`config.mk`:
```
export PLATFORM = sky130hd
export DESIGN_NAME = mem_arbiter
export DESIGN_NICKNAME = d
export VERILOG_FILES = /design/src/rtl/mem_arbiter.sv
export SDC_FILE = /design/constraint.sdc
export NUM_CORES = 2
export LEC_CHECK = 0
export ABC_AREA = 1
export BUFFER_PORTS_ARGS = -buffer_cell sky130_fd_sc_hd__buf_2
export CORE_AREA = 3 3 539 541
export CTS_BUF_LIST = sky130_fd_sc_hd__clkbuf_16
export DETAILED_ROUTE_END_ITERATION = 8
export DIE_AREA = 0 0 542 544
export SYNTH_ARGS = -nofsm -noshare
export SYNTH_HDL_FRONTEND = slang
export SYNTH_SLANG_ARGS = --single-unit
```
`constraint.sdc`:
```
create_clock -name CLK -period 28.5 [get_ports CLK]
set_clock_uncertainty 0.15 [all_clocks]
set_input_delay 5.7 -clock CLK [delete_from_list [all_inputs] [get_ports CLK]]
set_output_delay 5.7 -clock CLK [all_outputs]
set_load 0.02 [all_outputs]
```
`src/rtl/mem_arbiter.sv`:
```
// rtl/mem_arbiter.sv - two-master round-robin line arbiter in front of the memory controller
// Serialises icache fills and dcache fills/writebacks with a mandatory op-release cycle and a watchdog.
module mem_arbiter #(
  parameter int ADDR_W = 32,
  parameter int LINE_W = 256,
  parameter int TO_W   = 20
) (
  input  logic              CLK,
  input  logic              RST,
  input  logic              i_req,
  input  logic [ADDR_W-1:0] i_addr,
  output logic [LINE_W-1:0] i_rdata,
  output logic              i_done,
  output logic              i_err,
  input  logic              d_req,
  input  logic              d_we,
  input  logic [ADDR_W-1:0] d_addr,
  input  logic [LINE_W-1:0] d_wdata,
  output logic [LINE_W-1:0] d_rdata,
  output logic              d_done,
  output logic              d_err,
  output logic              mem_read_op,
  output logic              mem_write_op,
  output logic [ADDR_W-1:0] mem_addr,
  output logic [LINE_W-1:0] mem_wdata,
  input  logic [LINE_W-1:0] mem_rdata,
  input  logic              mem_busy,
  input  logic              mem_done
);

  typedef enum logic [1:0] {
    S_IDLE   = 2'd0,
    S_BUSY_I = 2'd1,
    S_BUSY_D = 2'd2,
    S_RESP   = 2'd3
  } state_t;

  state_t            r_state;
  state_t            w_state_next;
  logic              r_prio_d;
  logic [TO_W-1:0]   r_wd;
  logic [TO_W-1:0]   w_wd_inc;
  logic              w_grant_i;
  logic              w_grant_d;
  logic              w_finish;
  logic              w_timeout;
  logic              w_unused;

  // Low address bits are dropped by line alignment; busy is informational only.
  assign w_unused = ^{mem_busy, i_addr[4:0], d_addr[4:0]};
  assign w_wd_inc = r_wd + TO_W'(1);

  always_ff @(posedge CLK or posedge RST) begin
    if (RST) begin
      r_state <= S_IDLE;
    end else begin
      r_state <= w_state_next;
    end
  end

  always_comb begin
    w_state_next = r_state;
    w_grant_i    = 1'b0;
    w_grant_d    = 1'b0;
    w_finish     = 1'b0;
    w_timeout    = 1'b0;
    case (r_state)
      S_IDLE: begin
        if (d_req && (!i_req || r_prio_d)) begin
          w_grant_d    = 1'b1;
          w_state_next = S_BUSY_D;
        end else if (i_req) begin
          w_grant_i    = 1'b1;
          w_state_next = S_BUSY_I;
        end
      end
      S_BUSY_I, S_BUSY_D: begin
        // A done coinciding with the watchdog wrap wins over the timeout.
        if (mem_done) begin
          w_finish     = 1'b1;
          w_state_next = S_RESP;
        end else if (w_wd_inc == '1) begin
          w_timeout    = 1'b1;
          w_state_next = S_RESP;
        end
      end
      S_RESP: begin
        w_state_next = S_IDLE;
      end
      default: begin
        w_state_next = S_IDLE;
      end
    endcase
  end

  always_ff @(posedge CLK or posedge RST) begin
    if (RST) begin
      r_prio_d     <= 1'b1;
      r_wd         <= '0;
      mem_read_op  <= 1'b0;
      mem_write_op <= 1'b0;
      mem_addr     <= '0;
      mem_wdata    <= '0;
      i_rdata      <= '0;
      d_rdata      <= '0;
      i_done       <= 1'b0;
      i_err        <= 1'b0;
      d_done       <= 1'b0;
      d_err        <= 1'b0;
    end else begin
      i_done <= 1'b0;
      i_err  <= 1'b0;
      d_done <= 1'b0;
      d_err  <= 1'b0;

      if (w_grant_i || w_grant_d) begin
        r_wd <= '0;
      end else if (r_state == S_BUSY_I || r_state == S_BUSY_D) begin
        r_wd <= w_wd_inc;
      end

      if (w_grant_i) begin
        mem_addr    <= {i_addr[ADDR_W-1:5], 5'b0};
        mem_read_op <= 1'b1;
      end

      if (w_grant_d) begin
        mem_addr     <= {d_addr[ADDR_W-1:5], 5'b0};
        mem_wdata    <= d_wdata;
        mem_read_op  <= !d_we;
        mem_write_op <= d_we;
      end

      if (w_finish || w_timeout) begin
        mem_read_op  <= 1'b0;
        mem_write_op <= 1'b0;
        r_prio_d     <= (r_state == S_BUSY_I);
        if (r_state == S_BUSY_I) begin
          i_done <= 1'b1;
          i_err  <= w_timeout;
          if (w_finish) begin
            i_rdata <= mem_rdata;
          end
        end else begin
          d_done <= 1'b1;
          d_err  <= w_timeout;
          if (w_finish && mem_read_op) begin
            d_rdata <= mem_rdata;
          end
        end
      end
    end
  end

endmodule
```
==> results.cfg <==
[synth]
synthTopCellsByArea = dfrtp_1 (65%), mux2_2 (15%), nand2_1 (12%), o21ai_0 (1.8%), o21a_1 (1.2%)
ys_warn_count = 0
synth_top_area_share_pct = 65.3
synthMuxAreaShare_pct = 14.8
seq_area_frac_synth_pct = 65.4
ys_ff_latch = 824
synth_xor_area_share_pct = 0
synthAdderAreaFrac_pct = 0.159
synth_simple_gate_area_share_pct = 13.4
synth_compound_area_share_pct = 3.32
synth_top_family_by_area = multiplexers
synth_cell_types = 29
syn-instance-count = 2745
syn_area_sq_um = 31500
synth_area_per_cell_sq_um = 11.5
yosys.area.top_type = dfrtp_1

[die]
fp.coreArea_sq_um = 285000
die_w_um = 542
start_util_pct = 11.1
row_count = 196
io_pins = 1389
die_area_sq_um = 295000
die_y_um = 544

[route]
via_per_inst = 3.34
drtAntennaViolNets = 0
wl_mm = 226
vias = 26700
drtIter0Drc = 1679
first_pass_iters = 5
post_drt_wl_per_cell_um = 28.3
drc_errors = 0

[timing]
hold_viol = 0
max_slew_margin_pct = 13.2
maxSlewViolCount = 0
fin_crit_ps = 9640
rsz0062_at_grt = no
timing.setup.tns_ps = 0
period_share_pct = 33.8
worst_slew_pin_slew_ps = 1300
setup_slack_ps = 18860
fmax_mhz = 104
setup_viol = 0

[clocking]
clockBufferDepth = 4
cts_hold_buf = 0
post-cts-setup-buffers = 0
clk_latency_ps = 770
cts_resized = 0
clock-sinks = 824
cts.htree.levels = 3
cts_root_buffer = clkbuf_16
cts_tree = done
numCtsBuffers = 107
clk_pin_slew_ps = 60

[grt]
busiest_layer = met2
grt_use_total_pct = 14.7
grt_max_degree = 135
overflow = 0
grt_pass1_vias = 26100
grt_first_pass_wirelength_mm = 282
antenna_found_initial = 224
gr-usage-met1_pct = 15.7
use_met3_pct = 11.7
grtUsageMet2_pct = 22.0

[setup_path]
cp-end-kind = flop
critPathSlowestCell = buf_4
critical-path-top-delay-family = buffers and inverters
cp.required_ps = 29020
cp-start-kind = primary input
arrival_ps = 10160
crit_chain = buf_2 -> nand2_1 -> nor2_4 -> buf_4 -> buf_4 -> buf_4 -> buf_4 -> mux2_2
crit_type = primary input to flop
crit_fanout = 66
crit_top_cell = buf_4
crit_buf_inv = 5
max_stage_delay_ps = 820

[place]
gp_congestion = 0.940
dp_hpwl_mm = 197
place_ws_ps = 17990
port-buffer-count = 1372

[cells_and_area]
regArea_sq_um = 20600
area_growth_pct = 47.1
fillerInstances = 32100
nets = 4705
multi_input_area_sq_um = 10000
fin_util_pct = 16.3
drive_above_1_share_pct = 47.6

[power]
p_leak_nw = 22.7
powerDensity_nw_per_um2 = 137
peakVddDrop_uv = 78.4

[worst_hold_path]
hp-class = flop to flop

[run]
cap_violations = 0

[status]
status = completed
-- final cells by class --
class,instances,area share (%)
clock inverters,82,1.66
diodes,51,0.275
well taps,3762,10.1
multi-input cells,1692,21.6
repair buffers,1401,15.3
inverters,92,0.768
clock buffers,108,5.82
flip-flops and latches,824,44.4
-- worst paths after layout --
path,from,to,slack (ps),depth (start not counted)
max,mem_done,i_rdata[187]$_DFFE_PP0P_,18860,8
min,mem_wdata[82]$_DFFE_PP0P_,mem_wdata[82]$_DFFE_PP0P_,310,2
max reg2reg,r_state[0]$_DFFE_PP0P_,i_rdata[187]$_DFFE_PP0P_,23170,9
min reg2reg,mem_wdata[82]$_DFFE_PP0P_,mem_wdata[82]$_DFFE_PP0P_,310,2
max in group asynchronous,RST,i_rdata[66]$_DFFE_PP0P_,19090,7
min in group asynchronous,RST,i_rdata[45]$_DFFE_PP0P_,4870,2
-- synth_stat cells --
master    count
a21oi_1       1
buf_1         4
buf_2        45
buf_4         5
clkbuf_1     87
clkinv_1      1
conb_1        1
dfrtp_1     823
dfstp_2       1
ha_1          4
inv_1        89
inv_2         2
mux2_2      414
nand2_1     978
nand2_2       9
nand3_1      18
nand3b_1      1
nand4_1       8
nand4_2       1
nor2_1       62
nor2_2        5
nor2_4        5
nor3_1        1
o21a_1       49
o21ai_0     114
o21ai_1       4
o21ai_2       1
o21bai_1      1
o22ai_1      11
-- cell families (layout without fill, tap and decap cells) --
family          after synthesis  in the layout
simple gates               1088           1088
flops                       824            824
mux                         414            414
buf+inv                     233           1683
compound gates              181            181
fa+ha+maj                     4              4
other cells                   1             56
-- sequential cells by signal (all words and copies together) (netlist names) --
register      cells
i_done            1
d_done            1
r_prio_d          1
d_err             1
d_rdata         256
i_rdata         256
mem_addr         27
i_err             1
mem_read_op       1
mem_write_op      1
mem_wdata       256
r_wd             20
r_state           2
-- power breakdown --
group          leakage [nW]  internal, W  total, W  switching [W]
combinational          10.9     0.000853   0.00295        0.00210
clock                  1.72     0.000797   0.00136       0.000566
sequential             10.1      0.00173   0.00203       0.000293
-- metrics by stage --
stage / hold slack [ps] / cell area (sq um) / cells / total power (W)
after floorplan: 292 / 31600 / 2749 / 0.00347
after global placement: 302 / 42800 / 7771 / 0.00505
after detailed placement: 303 / 42800 / 7771 / 0.00509
after CTS: 318 / 46300 / 7961 / 0.00649
after global routing: 328 / 46300 / 7979 / 0.00672
final: 312 / 46400 / 8012 / 0.00634
-- cell usage in the layout, fill, tap and decap left out, types with 5 or more instances in the layout --
| master | count |
|---|---|
| inv_6 | 5 |
| diode_2 | 51 |
| o22ai_1 | 11 |
| nand3_1 | 18 |
| inv_1 | 101 |
| clkinv_2 | 14 |
| dfrtp_1 | 823 |
| clkinv_1 | 22 |
| o21a_1 | 49 |
| clkbuf_16 | 108 |
| clkinvlp_4 | 11 |
| conb_1 | 5 |
| buf_2 | 1372 |
| nand2_2 | 9 |
| nor2_4 | 7 |
| buf_4 | 26 |
| mux2_2 | 414 |
| o21ai_0 | 114 |
| nand4_1 | 8 |
| nand2_1 | 978 |
| nor2_1 | 60 |
| nor2_2 | 5 |
| bufinv_16 | 12 |
-- worst reg2reg max path, delay by kind of cell (launching register included) --
family,cells,cell delay (ps)
buffers and inverters,5,3010
flip-flops,1,370
adder cells (fa/ha/maj),1,310
AND/OR/NAND/NOR,2,880
multiplexers,1,520
-- metal layers --
| metal | wire length (um) | up-vias |
|---|---|---|
| li1 | - | 11700 |
| met1 | 81800 | 12900 |
| met2 | 95000 | 1476 |
| met3 | 40000 | 523 |
| met4 | 8700 | 138 |
| met5 | 930 | - |
Note: power is estimated with default switching activity, not from simulation.
